`src/rtl/quotient_bcd_formatter.sv`:
```
// quotient_bcd_formatter: exact Q6.4 quotient to packed BCD DD.dddd via sequential double-dabble
module quotient_bcd_formatter #(
  parameter int INT_W  = 6,
  parameter int FRAC_W = 4,
  parameter int BIN_W  = 20,
  parameter int DIGITS = 6
) (
  input  logic                    clk,
  input  logic                    sclr,
  input  logic [INT_W+FRAC_W-1:0] q_in,
  input  logic                    valid_in,
  input  logic                    dvz_in,
  input  logic                    ovf_in,
  output logic [4*DIGITS-1:0]     bcd_out,
  output logic [1:0]              err_out,
  output logic                    busy,
  output logic                    done,
  output logic                    lost
);
  localparam int CW = $clog2(BIN_W);
  localparam logic [BIN_W-1:0] P10 = BIN_W'(10**FRAC_W);
  localparam logic [BIN_W-1:0] P5  = BIN_W'(5**FRAC_W);
  typedef enum logic {IDLE, CONV} state_t;
  state_t state, state_nx;
  logic [BIN_W-1:0]    sh, sh_nx, scaled;
  logic [4*DIGITS-1:0] dig, dig_nx, adj;
  logic [CW-1:0]       cnt;
  logic                valid_d, cap, err, last;
  // fraction weight 5^FRAC_W makes the decimal scaling exact
  assign scaled = BIN_W'(q_in[INT_W+FRAC_W-1:FRAC_W]) * P10 + BIN_W'(q_in[FRAC_W-1:0]) * P5;
  for (genvar i = 0; i < DIGITS; i++) begin : g_adj
    assign adj[4*i+:4] = dig[4*i+:4] >= 4'd5 ? dig[4*i+:4] + 4'd3 : dig[4*i+:4];
  end
  assign {dig_nx, sh_nx} = {adj[4*DIGITS-2:0], sh, 1'b0};
  assign busy = state == CONV;
  always_comb begin
    cap = valid_in & ~valid_d;
    err = dvz_in | ovf_in;
    last = cnt == CW'(BIN_W-1);
    state_nx = state == IDLE ? (cap && !err ? CONV : IDLE) : (last ? IDLE : CONV);
  end
  always_ff @(posedge clk or posedge sclr)
    if (sclr) state <= IDLE;
    else state <= state_nx;
  always_ff @(posedge clk or posedge sclr) begin
    if (sclr) begin
      valid_d <= 1'b1;
      sh <= '0;
      dig <= '0;
      cnt <= '0;
      bcd_out <= '0;
      err_out <= '0;
      done <= 1'b0;
      lost <= 1'b0;
    end else begin
      valid_d <= valid_in;
      done <= 1'b0;
      lost <= 1'b0;
      if (state == IDLE) begin
        if (cap && err) begin
          bcd_out <= {DIGITS{4'hE}};
          err_out <= {ovf_in, dvz_in};
          done <= 1'b1;
        end else if (cap) begin
          sh <= scaled;
          dig <= '0;
          cnt <= '0;
        end
      end else begin
        sh <= sh_nx;
        dig <= dig_nx;
        cnt <= cnt + CW'(1);
        lost <= cap;
        if (last) begin
          bcd_out <= dig_nx;
          err_out <= 2'b00;
          done <= 1'b1;
        end
      end
    end
  end
endmodule

```
`config.mk`:
```
export PLATFORM = sky130hd
export DESIGN_NAME = quotient_bcd_formatter
export DESIGN_NICKNAME = d
export VERILOG_FILES = /design/src/rtl/quotient_bcd_formatter.sv
export SDC_FILE = /design/constraint.sdc
export NUM_CORES = 1
export LEC_CHECK = 0
export ABC_AREA = 1
export CAP_MARGIN = 20
export CORE_MARGIN = 3
export CORE_UTILIZATION = 53
export CTS_CLUSTER_SIZE = 16
export DETAILED_ROUTE_END_ITERATION = 16
export PLACE_DENSITY = 0.75
export REMOVE_ABC_BUFFERS = 1
export SYNTH_ARGS = -nofsm -noshare
export SYNTH_HDL_FRONTEND = slang
export SYNTH_SLANG_ARGS = --single-unit
```
`constraint.sdc`:
```
create_clock -name clk -period 2.7 [get_ports clk]
set_clock_uncertainty 0.2 [all_clocks]
set_input_delay 0.405 -clock clk [delete_from_list [all_inputs] [get_ports clk]]
set_output_delay 0.405 -clock clk [all_outputs]
set_load 0.005 [all_outputs]
```
* Yosys cells after proc, flatten, opt, wreduce, memory -nomap -nowiden
Index checks and enable logic that the tools add are counted.
** Storage, ports and cells
- Flip-flop bits (word level) :: 79
- Output and inout port bits :: 29
- Input port bits :: 15
- Word-level logic and storage cells :: 66
** Operators by class
- Add/sub/neg operators :: 8
- Reductions and logical operators :: 7
- Bitwise logic cells :: 3
- Eq/ne operators :: 3
- $lt $le $gt $ge :: 6
- Multipliers :: 2
- Mux-type cells :: 28
** Operators with widths (number)
- two-way mux 24 bit :: 6
- two-way mux 20 bit :: 3
- greater-or-equal comparator 4 x 3 -> 1 bit, second input constant :: 6
- adder 20 x 14 -> 20 bit :: 1
- adder 4 x 2 -> 4 bit, second input constant :: 5
- two-way mux 4 bit :: 5
- multiplier 6 x 10 -> 16 bit, second input constant :: 1
- two-way mux 5 bit :: 3
- multiplier 4 x 10 -> 14 bit, second input constant :: 1
- two-way mux 1 bit :: 7
- two-way mux 2 bit :: 3
- adder 5 x 1 -> 5 bit, second input constant :: 1
- == test 5 bit, second input constant :: 1
- AND reduction 2 bit :: 2
- nonzero test 2 bit :: 2
- adder 3 x 2 -> 3 bit, second input constant :: 1
- two-way mux 3 bit :: 1
- logical AND 1 bit :: 2
- inequality test 2 x 1 -> 1 bit, second input constant :: 1
- inequality test 2 bit, second input constant :: 1
- bitwise AND 1 bit :: 1
- logical NOT 1 bit :: 1
- inverter 1 bit :: 1
- OR 1 bit :: 1

* Longest topological paths before layout
- Word-level depth :: 5
- Gate-level depth with buffers :: 20
- Mapped depth without buffers :: 20

* Least setup slack after synthesis
Ideal clock, no wire load.
- Path type :: input -> register
- Start point :: input q_in[4]
- End point :: register sh[17]
- Setup time :: 0.124 ns
- Required time :: 2.376 ns
- Buffers on the path :: 0
- Arrival :: 3.600 ns
- Setup slack :: -1.225 ns
- Stages on the path :: 20
- Cell sequence :: inv_1 fa_1 inv_1 fa_1 ha_1 inv_1 fa_1 xnor2_1 ha_1 ha_1 nand2_1 inv_1 a21oi_1 nand2_1 nand3_2 nand2_2 nand2_2 nand2_1 nand3_1 nand3_1
** On the way
- Word-level cells in the longest chain between the ends :: 5
** Ends and longest elaborated chain
- start: declaration :: RTL line 10 : input logic [INT_W+FRAC_W-1:0] q_in,
- multiplier 6 x 10 -> 16 bit :: RTL line 30 : assign scaled = BIN_W'(q_in[INT_W+FRAC_W-1:FRAC_W]) * P10 + BIN_W'(q_in[FRAC_W-1:0]) * P5;
- adder 20 x 14 -> 20 bit :: RTL line 30
- two-way mux 20 bit :: RTL line 64 : end else if (cap) begin
- two-way mux 20 bit :: RTL line 60 : if (cap && err) begin
- two-way mux 20 bit :: RTL line 59 : if (state == IDLE) begin
- end signal: assignment :: RTL line 65 : sh <= scaled;
- end signal: assignment :: RTL line 70 : sh <= sh_nx;
- end: declaration :: RTL line 25 : logic [BIN_W-1:0] sh, sh_nx, scaled;
No other way between the ends. The select of a mux whose other input is x is not followed.
A chain may end at the register's enable or synchronous reset.

* Worst setup path in the final report
- Start point :: input q_in[6]
- End point :: register sh[13]
The elaborated chain is that of the path after synthesis.

==> metrics.md <==
| Metric | Value |
|---|---|
| Failing checks | setup timing |
| H-tree Lvls | 3 |
| Largest area contributor in the netlist | dfrtp_1 |
| Placed insts | 864 |
| Num CTS Buffers | 9 |
| Complex-gate fraction of the synthesized area | 0.122 |
| Reg2reg setup slack | 430 ps |
| Dominant combinational cell family by area after synthesis | simple AND/OR/NAND/NOR gates |
| Fin crit share | 1.39 |
| Status | complete, but fails checks |
| Cell area after layout | 7120 sq um |
| CP Launch Point | q_in[6] |
| CTS Hold Buffers Added | 0 |
| Area after DPL | 6390 sq um |
| DP Worst Slack | -1900 ps |
| RSZ-0062 raised after global routing | true |
| Final Instance Count excl. Fillers | 894 |
| Hold Vio Cnt, Final | 0 |
| Leakage | 3.56 nW |
| # Max-Cap Violations | 0 |
| Seq/Total Area, Yosys | 0.364 |
| Core outline area | 9860 sq um |
| Worst skew pair latency | 350 ps |
| Sink Count | 79 |
| Global-route usage over all layers | 0.228 |
| Number of cell rows | 36 |
| Routed Antenna Nets | 0 |
| Area Growth Syn to Fin | 31.1% |
| Clock Tree Buf Depth | 2 |
| GRT Residual Overflow | 0 |
| Synth Area in XOR/XNOR | 0.0274 |
| Mean number of vias per cell | 5.32 |
| Drt total wl | 13400 um |
| Simple-gate area share of the yosys netlist | 0.195 |
| Antenna diodes | 0 |
| Layout net count | 844 |
| Final Max Slew Viols | 0 |
| Max frequency | 266 MHz |
| Root Buffer | clkbuf_8 |
| Mean Syn Cell Area | 8.36 sq um |
| Via count of the first global-routing pass | 4805 |
| Starting density of the core | 0.551 |
| Worst setup margin | -1060 ps |
| Slew headroom | 0.503 |
| Die area | 11500 sq um |
| Depth of the most critical reg-to-reg path | 7 |
| Initial antenna violation count | 0 |
| Number of unique standard cell types used by synthesis | 41 |
| Top cell type's share of synthesized area | 0.359 |
| R2R Path End | dig[10] |
| Number of fill cells | 682 |
| IO Port Bufs | 43 |
| CP Data Required Time | 2730 ps |
| First-pass GRT wire length | 21300 um |
| WS Path Type | in -> reg |
| Layout cells sized above 1 | 0.255 |
| Most frequent cells in the layout | 114 x nand2_1, 107 x inv_1, 78 x dfrtp_1 |
| Top post-synthesis cells by area | dfrtp_1 36%, ha_1 13%, nand2_1 8.8%, inv_1 8.3%, fa_1 5.5% |
| Most common cell after layout, fill and taps aside | nand2_1 |
| Startpoint Class | primary input |
| Worst Setup EP | sh[13] |
| Pre-antenna DRT Iters | 5 |
| WHS | 242 ps |
| Mapped Cells | 650 |
| HP Class | in -> reg |
| DP HPWL | 8940 um |
| I/O pins | 44 |
| Die Wd | 107 um |
| Critical R2R Launch | valid_d |
| CP max FO | 4 |
| Die height | 107 um |
| TritonCTS clock tree | done |
| Final Wtd Congestion | 0.847 |
| Endpoint class of the critical path | register |
| Synth warnings | 0 |
| Synthesized area | 5430 sq um |
| Final setup violation count | 12 |
| Vias | 4754 |
| DRC viols | 0 |
| Critical Path AT | 3790 ps |
| Adder-Cell Fraction of Synth Area | 0.189 |
| Yosys reg bits | 79 |
| Clk pin slew, worst setup/hold paths | 80 ps |
| PD cells | 1030 nW/um^2 |
| Mux contribution to synthesized area | 0 |
| DRT iter0 DRCs | 309 |
| Max VDD drop | 0.000433 V |
| Avg WL per Cell | 14.9 um |
| Period minus WS final | 3760 ps |
| Worst-Margin Slew | 744 ps |
| Largest net degree at the start of global routing | 80 |
sequential cells by signal, summed over array words and instances, names as in the netlist:
signal,count
sh,20
lost,1
err_out,2
bcd_out,24
busy,1
done,1
cnt,5
dig,24
valid_d,1
worst min-delay path by stage:
stage           startpoint          end  slack (ps)  cells past startpoint
2_1_floorplan     valid_in      valid_d         210                      0
3_3_place_gp   bcd_out[20]  bcd_out[20]         260                      2
3_5_place_dp    err_out[1]   err_out[1]         270                      2
4_1_cts            q_in[3]        sh[3]         240                      4
5_1_grt           valid_in      valid_d         270                      1
6_report           q_in[3]        sh[3]         240                      4
cell families (layout without fill, tap and decap cells):
| family | count (synthesis) | after routing |
|---|---|---|
| AOI/OAI and AO/OA | 109 | 109 |
| xor gates and xnor gates | 17 | 17 |
| adders and majority gates | 73 | 73 |
| DFF | 79 | 79 |
| and+or+nand+nor | 230 | 230 |
| buffers and inverters | 142 | 253 |
through the flow:
step                      TNS (ps)  total power [mW]   util
final                        -9000              7.31  0.722
after CTS                    -7940              6.94  0.701
after global placement      -19240              5.43  0.648
after global routing        -10010              7.92  0.722
after floorplan             -10920              4.24      -
after detailed placement    -20390              5.60  0.648
power by group:
part,switching (mW),total [mW],internal (mW)
clock,0.438,0.985,0.547
sequential,0.310,1.99,1.68
combinational,2.39,4.34,1.95
worst max-delay path, stage by stage:
cell and delay, ps:
buf_8 80, inv_4 30, fa_1 540, inv_1 50, fa_1 540, ha_4 160, inv_2 40, fa_2 340
xnor2_1 130, ha_1 320, ha_4 280, buf_4 130, nand2_1 60, nand2_1 70, a21oi_2 120, nand2_2 80
buf_4 140, buf_6 110, o21ai_1 110, nand3_1 70
synthesized netlist by cell type:
master	instances
o31ai_1	2
a31oi_1	13
nand2_2	13
a211oi_1	1
o221ai_1	5
inv_1	120
nor2_2	2
a21oi_1	10
xnor2_1	2
nand4_1	4
buf_4	3
o21ai_2	1
o21bai_1	4
nand3_4	1
clkbuf_1	3
a22o_1	3
nand3_1	33
xor2_1	15
nor2_4	1
buf_1	2
nand4_4	2
nand2_1	128
nand2_4	2
o22ai_1	19
buf_6	1
or2_4	1
o211ai_1	5
dfstp_2	1
o21ai_0	41
a21oi_2	2
o21ai_1	2
fa_1	15
inv_2	4
buf_2	9
or2_2	3
nor2_1	35
dfrtp_1	78
a31o_2	1
nand3_2	3
ha_1	58
nor3_1	2
layer usage:
metal / vias up / track usage / part of all wire
met1: 2246 / 0.266 / 0.39
met3: 46 / 0.0342 / 0.043
met2: 147 / 0.422 / 0.53
met5: - / 0 / 0
li1: 2315 / - / -
met4: 0 / 0.0776 / 0.037
area by class of cell:
type	count	area, sq um	area share
clock inverter	5	81.3	0.0114
tap	133	166	0.0234
sequential	79	1980	0.278
multi-input combinational	429	3260	0.457
clock buffer	11	141	0.0198
inverter	124	468	0.0657
timing repair buffer	113	1030	0.145
repair_timing:
item / CTS / global route
resized for setup: 94 / 35
buffers inserted: 6 / 9
endpoints found under the hold margin: 0 / 0
setup endpoints to repair: 14 / 12
pin swaps: 42 / 29
(Power assumes the default switching activity.)
